[config.mk]
export PLATFORM = sky130hd
export DESIGN_NAME = pdm_stereo_tx
export DESIGN_NICKNAME = d
export VERILOG_FILES = /design/src/rtl/pdm_tx_pkg.sv /design/src/rtl/pdm_mod_core.sv /design/src/rtl/pdm_stereo_tx.sv
export SDC_FILE = /design/constraint.sdc
export NUM_CORES = 1
export LEC_CHECK = 0
export BUFFER_PORTS_ARGS = -buffer_cell sky130_fd_sc_hd__buf_2
export CAP_MARGIN = 20
export CORE_MARGIN = 3
export CORE_UTILIZATION = 65
export CTS_CLUSTER_SIZE = 25
export DETAILED_ROUTE_END_ITERATION = 12
export PLACE_DENSITY_LB_ADDON = 0.12
export RECOVER_POWER = 50
export SYNTH_ARGS = -nofsm -noshare
export SYNTH_HDL_FRONTEND = slang
export SYNTH_HIERARCHICAL = 1
export SYNTH_SLANG_ARGS = --single-unit
[constraint.sdc]
create_clock -name clk -period 4.7 [get_ports clk]
set_input_delay 0.47 -clock clk [delete_from_list [all_inputs] [get_ports clk]]
set_output_delay 0.47 -clock clk [all_outputs]
set_load 0.005 [all_outputs]
[src/rtl/pdm_tx_pkg.sv]
// pdm_tx_pkg: shared state type, mid-scale constant and offset-binary helper for the PDM transmitter
package pdm_tx_pkg;

    typedef enum logic [1:0] {IDLE, RAMP_UP, RUN, RAMP_DN} state_t;

    localparam int DEF_DATA_W = 16;
    localparam int MID_SCALE  = 1 << (DEF_DATA_W - 1);

    // Two's complement to offset binary: flip the sign bit of a w-bit value.
    function automatic logic [31:0] to_offset(input logic [31:0] s, input int w);
        return s ^ (32'd1 << (w - 1));
    endfunction

endpackage

[src/rtl/pdm_mod_core.sv]
// pdm_mod_core: one-channel sigma-delta modulator turning a duty code into a PDM bit
//   clk, rst   : clock, synchronous active-high reset
//   tick       : advance the modulator by one PDM bit
//   clr        : hold integrators and outputs at their cleared values
//   code       : unsigned duty code, code/2^DATA_W is the mean density of ones
//   pdm, pdm_n : registered bitstream and its complement
//   PDM_TX_2ND_ORDER_EN selects a second-order loop instead of the first-order accumulator
module pdm_mod_core import pdm_tx_pkg::*; #(
    parameter int DATA_W = DEF_DATA_W
) (
    input  logic              clk,
    input  logic              rst,
    input  logic              tick,
    input  logic              clr,
    input  logic [DATA_W-1:0] code,
    output logic              pdm,
    output logic              pdm_n
);

`ifdef PDM_TX_2ND_ORDER_EN
    localparam int W1 = DATA_W + 3;
    localparam int W2 = DATA_W + 5;
    localparam logic signed [W1-1:0] MID = {4'b0001, {(DATA_W-1){1'b0}}};

    logic signed [W1-1:0] i1, i1_nxt, x, fb;
    logic signed [W2-1:0] i2, i2_nxt;

    // Error feedback is the quantised output mapped back to +/- mid-scale.
    always_comb begin
        x      = $signed({3'b000, code}) - MID;
        fb     = pdm ? MID : -MID;
        i1_nxt = i1 + x - fb;
        i2_nxt = i2 + {{2{i1_nxt[W1-1]}}, i1_nxt} - {{2{fb[W1-1]}}, fb};
    end

    always_ff @(posedge clk) begin
        if (rst || clr) begin
            i1    <= '0;
            i2    <= '0;
            pdm   <= 1'b0;
            pdm_n <= 1'b1;
        end else if (tick) begin
            i1    <= i1_nxt;
            i2    <= i2_nxt;
            pdm   <= !i2_nxt[W2-1];
            pdm_n <= i2_nxt[W2-1];
        end
    end
`else
    logic [DATA_W-1:0] acc;
    logic [DATA_W:0]   sum;

    // The carry out of the wrapped accumulator is the output bit.
    assign sum = {1'b0, acc} + {1'b0, code};

    always_ff @(posedge clk) begin
        if (rst || clr) begin
            acc   <= '0;
            pdm   <= 1'b0;
            pdm_n <= 1'b1;
        end else if (tick) begin
            acc   <= sum[DATA_W-1:0];
            pdm   <= sum[DATA_W];
            pdm_n <= !sum[DATA_W];
        end
    end
`endif

endmodule

[src/rtl/pdm_stereo_tx.sv]
// pdm_stereo_tx: stereo PDM transmitter with double-buffered sample input and pop-free ramping
//   clk, rst              : clock, synchronous active-high reset
//   en                    : ramp up and run when high, ramp down to idle when low
//   lft_smpl, rght_smpl   : signed sample pair, accepted when smpl_vld && smpl_rdy
//   smpl_vld, smpl_rdy    : input handshake; smpl_rdy is the registered pending-empty flag
//   lft_PDM(_n), rght_PDM(_n) : complementary PDM outputs per channel
//   running               : high only while modulating live audio
//   PDM_TX_2ND_ORDER_EN selects second-order modulators (see pdm_mod_core)
module pdm_stereo_tx import pdm_tx_pkg::*; #(
    parameter int DATA_W    = DEF_DATA_W,
    parameter int PDM_DIV   = 2,
    parameter int RAMP_STEP = 256
) (
    input  logic              clk,
    input  logic              rst,
    input  logic              en,
    input  logic [DATA_W-1:0] lft_smpl,
    input  logic [DATA_W-1:0] rght_smpl,
    input  logic              smpl_vld,
    output logic              smpl_rdy,
    output logic              lft_PDM,
    output logic              lft_PDM_n,
    output logic              rght_PDM,
    output logic              rght_PDM_n,
    output logic              running
);

    localparam int CW = PDM_DIV > 1 ? $clog2(PDM_DIV) : 1;
    localparam logic [CW-1:0] DIV_LAST = CW'(PDM_DIV - 1);
    localparam logic [DATA_W-1:0] MID = (DATA_W == DEF_DATA_W) ? DATA_W'(MID_SCALE)
                                                                : {1'b1, {(DATA_W-1){1'b0}}};
    localparam logic [DATA_W-1:0] STEP = DATA_W'(RAMP_STEP);

    state_t            state, state_nxt;
    logic [CW-1:0]     cnt;
    logic              tick, accept, xfer, pend_full, idle;
    logic [DATA_W-1:0] ramp, ramp_nxt;
    logic [DATA_W-1:0] pend_l, pend_r, act_l, act_r, src_l, src_r, code_l, code_r;

    assign tick     = cnt == DIV_LAST;
    assign accept   = smpl_vld && !pend_full;
    assign xfer     = tick && pend_full;
    assign smpl_rdy = !pend_full;
    assign running  = state == RUN;
    assign idle     = state == IDLE;

    // Accept only into an empty pending slot, so accept and transfer never collide.
    always_ff @(posedge clk) begin
        if (rst) begin
            cnt       <= '0;
            pend_full <= 1'b0;
            pend_l    <= '0;
            pend_r    <= '0;
            act_l     <= '0;
            act_r     <= '0;
        end else begin
            cnt       <= tick ? '0 : cnt + 1'b1;
            pend_full <= accept || (pend_full && !tick);
            if (accept) begin
                pend_l <= lft_smpl;
                pend_r <= rght_smpl;
            end
            if (xfer) begin
                act_l <= pend_l;
                act_r <= pend_r;
            end
        end
    end

    always_ff @(posedge clk) begin
        if (rst) begin
            state <= IDLE;
            ramp  <= '0;
        end else begin
            state <= state_nxt;
            ramp  <= ramp_nxt;
        end
    end

    // en is honoured on any cycle; ramp position only moves on ticks.
    always_comb begin
        state_nxt = state;
        ramp_nxt  = ramp;
        case (state)
            IDLE:
                if (en) begin
                    state_nxt = RAMP_UP;
                    ramp_nxt  = '0;
                end
            RAMP_UP:
                if (!en) state_nxt = RAMP_DN;
                else if (tick) begin
                    state_nxt = ramp >= MID - STEP ? RUN : RAMP_UP;
                    ramp_nxt  = ramp >= MID - STEP ? MID : ramp + STEP;
                end
            RUN:
                if (!en) begin
                    state_nxt = RAMP_DN;
                    ramp_nxt  = MID;
                end
            RAMP_DN:
                if (en) state_nxt = RAMP_UP;
                else if (tick) begin
                    state_nxt = ramp <= STEP ? IDLE : RAMP_DN;
                    ramp_nxt  = ramp <= STEP ? '0 : ramp - STEP;
                end
        endcase
    end

    // In RUN a pair transferring on this tick is modulated on this same tick.
    always_comb begin
        src_l  = xfer ? pend_l : act_l;
        src_r  = xfer ? pend_r : act_r;
        code_l = idle ? '0 : running ? DATA_W'(to_offset(32'(src_l), DATA_W)) : ramp;
        code_r = idle ? '0 : running ? DATA_W'(to_offset(32'(src_r), DATA_W)) : ramp;
    end

    pdm_mod_core #(.DATA_W(DATA_W)) u_lft (
        .clk   (clk),
        .rst   (rst),
        .tick  (tick),
        .clr   (idle),
        .code  (code_l),
        .pdm   (lft_PDM),
        .pdm_n (lft_PDM_n)
    );

    pdm_mod_core #(.DATA_W(DATA_W)) u_rght (
        .clk   (clk),
        .rst   (rst),
        .tick  (tick),
        .clr   (idle),
        .code  (code_r),
        .pdm   (rght_PDM),
        .pdm_n (rght_PDM_n)
    );

endmodule

==> Word-level counts from Yosys, hierarchy flattened <==
Index checks and enable logic that the tools add are counted.
Widths: inputs -> output; s select.
{ "word_totals": {"out_inout_bits": 6, "mem_bits_ro": 0, "n_memories": 0, "latchBits": 0, "in_bits": 36, "ramBits": 0, "reg_bits": 120} }
{ "classes": {"magnitude_cmp": 2, "add_sub_neg": 5, "reduce_logical": 13, "n_eq_ne": 11, "muxes": 24, "shifts": 0, "n_bitwise": 2, "mul": 0, "div_mod_pow": 0} }
{ "op_table": {"columns": ["op", "n"], "rows": [
  ["$mux 16", 14],
  ["$pmux 16 s4", 1],
  ["$add 16x16->17", 2],
  ["$add 16x9->16 const B", 1],
  ["$ge 16x15->1 const B", 1],
  ["$le 16x9->1 const B", 1],
  ["$mux 2", 8],
  ["$sub 16x9->16 const B", 1],
  ["$ne 2x2->1 const B", 6],
  ["$pmux 2 s4", 1],
  ["$ne 3x3->1 const B", 2],
  ["$reduce_and 6->1", 1],
  ["$eq 2x2->1 const B", 2],
  ["$logic_not 1->1", 4],
  ["$reduce_and 4->1", 1],
  ["$logic_and 1x1->1", 3],
  ["$eq 2x1->1 const B", 1],
  ["$logic_not 2->1", 1],
  ["$logic_or 1x1->1", 2],
  ["$not 1->1", 2],
  ["$reduce_or 2->1", 1],
  ["$add 1x1->1 const B", 1]
]} }

==> Depth between registers and ports, before layout <==
{ "logic_depth": {"ltp_word": 7, "ltp_mapped": 13, "ltp_nobuf": 11} }

==> By module <==
The synthesis kept the hierarchy.
{ "by_module_without_submodules": {"columns": ["mod", "seq_area_each_um2", "area_per_inst_um2", "n_inst", "cells_each"], "rows": [
  ["pdm_stereo_tx", 1521.5, 3355.7, 1, 411],
  ["pdm_mod_core (u_lft)", 360.3, 1453.9, 1, 170],
  ["pdm_mod_core (u_rght)", 360.3, 1452.6, 1, 168]
]} }

==> Worst setup path after synthesis <==
OpenSTA, ideal clock, no wires.
{ "synth_timing": {"path_kind": "register to register", "startpoint": "reg cnt", "endpoint": "reg u_rght.acc[10]", "path_stages_with_launch": 13, "path_buffers": 1, "synth_period_minus_slack_ns": 2.854, "setup_slack_ns": 1.846, "t_required_ns": 4.582, "arrival_time_ns": 2.735, "cell_sequence": "dfxtp_1 nand2_1 buf_2 mux2i_1 nor2_1 ha_1 fa_1 a21oi_1 o211a_1 nor2_1 a221o_1 xnor2_1 o21ai_1"} }
{ "synth_between": {"elab_chain_len": 5} }
{ "synth_rtl": {"columns": ["item", "line", "source"], "rows": [
  ["start, declared", "pdm_stereo_tx.sv:35", "logic [CW-1:0] cnt;"],
  ["start signal, assigned", "pdm_stereo_tx.sv:57", "cnt <= tick ? '0 : cnt + 1'b1;"],
  ["$logic_and 1x1->1", "pdm_stereo_tx.sv:42", "assign xfer = tick && pend_full;"],
  ["$mux 16", null, null],
  ["$mux 16 (2 in a row)", "pdm_stereo_tx.sv:115", "code_r = idle ? '0 : running ? DATA_W'(to_offset(32'(src_r), DATA_W)) : ramp;"],
  ["named net code_r[0]", "pdm_stereo_tx.sv:38", "logic [DATA_W-1:0] pend_l, pend_r, act_l, act_r, src_l, src_r, code_l, code_r;"],
  ["$add 16x16->17", "pdm_mod_core.sv:54", "assign sum = {1'b0, acc} + {1'b0, code};"],
  ["end signal, assigned", "pdm_mod_core.sv:62", "acc <= sum[DATA_W-1:0];"],
  ["end, declared", "pdm_mod_core.sv:50", "logic [DATA_W-1:0] acc;"]
]} }
The timed path passes the listed nets, and every way through them passes these cells.
A chain may end at the register's enable or synchronous reset.

==> Worst setup path in the final report <==
{ "layout_timing": {"startpoint": "reg pend_full", "endpoint": "reg u_lft.acc[12]"} }
{ "layout_between": {"elab_chain_len": 5} }
{ "layout_rtl": {"columns": ["item", "line", "source"], "rows": [
  ["start, declared", "pdm_stereo_tx.sv:36", "logic tick, accept, xfer, pend_full, idle;"],
  ["start signal, assigned", "pdm_stereo_tx.sv:58", "pend_full <= accept || (pend_full && !tick);"],
  ["$logic_and 1x1->1", "pdm_stereo_tx.sv:42", null],
  ["$mux 16", null, null],
  ["$mux 16 (2 in a row)", "pdm_stereo_tx.sv:114", "code_l = idle ? '0 : running ? DATA_W'(to_offset(32'(src_l), DATA_W)) : ramp;"],
  ["named net code_l[0]", "pdm_stereo_tx.sv:38", null],
  ["$add 16x16->17", "pdm_mod_core.sv:54", null],
  ["end signal, assigned", "pdm_mod_core.sv:62", null],
  ["end, declared", "pdm_mod_core.sv:50", null]
]} }
The timed path passes the listed nets, and every way through them passes these cells.

==> metrics <==
outcome complete, but fails checks; failing checks capacitance limit, slew limit; worst-skew pair later-pin latency 380 ps; total leakage power 2.87 nW; 1st-iter DRT viols 332; worst path arrival time 3830 ps; root buffer cell clkbuf_8; post-route cell area 0.00666 sq mm; Final nets 833; Gate power share 14.1%; Critical Setup Path Class flop to flop; Pwr Total 1.92 mW; Syn Nets 822; height of the chip 104 microns; area grow syn2layout 6.37%; hold depth 3; Core ar. 0.00928 sq mm; clk slew on worst S/H paths 100 ps; Final TNS setup 0 ps; Starting Density 67.5%; placed instance area 0.00645 sq mm; RR Endpoint u_lft/acc[12]; VDD IR max 0.315 mV; Worst Skew 10.5 ps; Seq cells post-synth 112; worst min-delay path class input port to flop; Post-route DRC 0; internal power 1.38 mW; Rows 35; yosys warns 6; port buffer count 41; Syn Std Cell Area 0.00626 sq mm; # placed instances 877; vias in the first global route 5,205; first-pass GRT wire length 24.7 mm; Tightest Pin Transition 1990 ps; Total Routing Usage GR 27.3%; CP Max Fanout 17; routed len/inst 16.4 microns; Post-synth ARST share 0%; CTS Buf Count 9; TritonCTS clock tree yes; vias 5,480; hold wc startpoint rght_smpl[8]; Min-Delay Endpoint pend_r[8]; hold buffers post-CTS 0; R2R Path Start pend_full; Seq pwr share 53.0%; worst path required time 4930 ps; final critical-path share of the clock period 76.6%; total die area 0.0108 sq mm; switching power 0.539 mW; Core Util, Final 71.8%; Vias per Instance 6.13; P per Cell Area 288 mW/mm^2; Fin Hold WS 321 ps; H-tree levels 3; Setup Viol. Count Final 0; final RePlAce weighted congestion 0.969; final hold violations 0; commonest non-fill, non-tap cells in the layout dfxtp_1 (111), nand2_1 (98), nor2_1 (92); maxcap violations 2; number of gates resized after CTS 0; fin. max-slew vios 82; share of layout cells above drive strength 1 11.9%; crit start category flop; # diodes 0; HPWL after DPL 10.6 mm; clock sink count 112; post-CTS setup buffer count 0; r2r setup slk 1100 ps; slew margin rel. -32.9%; pre-CTS setup slack 1450 ps; RSZ-0062 raised after global routing false; R2R depth 12; ys flop type dfxtp_1; Die Width 104 microns; most common cell after layout, fill and taps aside dfxtp_1; Avg Cell Area, Syn 8.36 sq um; count of cell types in the netlist 74; CTS max path bufs 2; Final ANT Viol Nets 0; GRT overflow 0; initial antenna violation count 0; Layout Cells excl Fill 894; Cells after Synth 749; crit path time final 3600 ps; switch share 28.1%; largest net degree at the start of global routing 63; post-route setup slack 1100 ps; top-level port count 42; Post-synth EDFFs 0; final WL 14.7 mm; Crit. End Element flop; max frequency 278 MHz; router iterations before antenna repair 5; Seq/Total Area, Yosys 35.8%; Clock power frac 33.0%
how the worst max path moves through the flow:
stage / start / end / cells past startpoint / slack, ps
5_1_grt: pend_full / u_lft/acc[12] / 12 / 870
3_5_place_dp: pend_full / u_lft/acc[12] / 12 / 1450
2_1_floorplan: cnt / u_rght/acc[10] / 12 / 1850
3_3_place_gp: pend_full / u_lft/acc[12] / 12 / 1560
4_1_cts: pend_full / u_lft/acc[12] / 12 / 1410
6_report: pend_full / u_lft/acc[12] / 12 / 1100
registers in the layout, indices dropped and copies added, names as in the netlist, 2 cells and up:
register,cells
act_l,16
act_r,16
pend_l,16
pend_r,16
u_lft/acc,16
u_rght/acc,16
ramp,8
state,2
cell usage after synthesis (3+ instances only):
cell | count | area, sq um
nor2_1 | 92 | 345
nand3_1 | 22 | 110
o31ai_1 | 3 | 22.5
nand2b_1 | 5 | 31.3
nand4_1 | 8 | 50.1
a31oi_1 | 10 | 62.6
buf_2 | 9 | 45.0
buf_6 | 4 | 45.0
or3_1 | 3 | 18.8
clkbuf_1 | 27 | 101
xor2_1 | 7 | 61.3
nor2b_1 | 6 | 37.5
o211a_1 | 3 | 30.0
a21oi_2 | 5 | 43.8
inv_1 | 16 | 60.1
buf_1 | 5 | 18.8
a211oi_1 | 8 | 60.1
a21oi_1 | 59 | 295
ha_1 | 35 | 438
mux2i_1 | 46 | 460
nand2_1 | 98 | 368
nor4_1 | 3 | 18.8
xnor2_1 | 10 | 87.6
o21ai_0 | 29 | 145
and3_1 | 3 | 18.8
nand3b_1 | 8 | 60.1
a21o_1 | 9 | 67.6
o21a_1 | 6 | 45.0
o21bai_1 | 3 | 22.5
or2_2 | 4 | 25.0
a32oi_1 | 3 | 26.3
a211oi_2 | 4 | 50.1
o211ai_1 | 10 | 75.1
o21ai_1 | 6 | 30.0
dfxtp_1 | 112 | 2240
nand4b_1 | 6 | 52.6
nor3_1 | 10 | 50.1
worst max-delay path, cell delays in order (launching register included):
cell	delay (ps)
dfxtp_1	360
nand2_1	670
buf_4	420
mux2i_1	290
nor2_1	70
ha_1	240
fa_1	420
a21oi_1	310
o211ai_2	120
nand3b_1	120
o2bb2ai_2	150
xor2_1	200
a211oi_2	90
kinds of logic (layout without fill, tap and decap cells):
logic type / count (synthesis) / count (layout) / share of synthesized area (%)
buffers and inverters: 64 / 80 / 4.64
muxes: 46 / 46 / 7.35
DFF: 112 / 112 / 35.8
adders and majority gates: 37 / 37 / 7.63
and+or+nand+nor: 286 / 286 / 21.5
xor gates and xnor gates: 17 / 17 / 2.38
AOI/OAI and AO/OA: 187 / 187 / 20.7
layout make-up:
| cell class | instances | area (sq um) |
|---|---|---|
| Inverter | 16 | 60.1 |
| Sequential cell | 112 | 2240 |
| Tap cell | 129 | 161 |
| Timing Repair Buffer | 48 | 245 |
| Multi-Input combinational cell | 573 | 3730 |
| Clock inverter | 7 | 95.1 |
| Clock buffer | 9 | 124 |
| Fill cell | 741 | 2620 |
power groups by stage:
| stage | logic [mW] | clock network [mW] | registers, mW |
|---|---|---|---|
| final | 0.270 | 0.631 | 1.01 |
| after CTS | 0.266 | 0.648 | 1.01 |
| after global routing | 0.296 | 0.687 | 1.02 |
| after floorplan | 0.212 | 0 | 1.02 |
| after global placement | 0.259 | 0 | 1.03 |
| after detailed placement | 0.265 | 0 | 1.04 |
per-layer routing:
layer / GRT usage [%] / part of all wire, % / vias to the layer above
met3: 4.78 / 5.2 / 25
met1: 35.1 / 44 / 2590
met4: 8.07 / 2.0 / 0
met5: 0 / 0 / -
met2: 46.8 / 49 / 166
li1: - / - / 2699
Note: power is estimated with default switching activity, not from simulation.
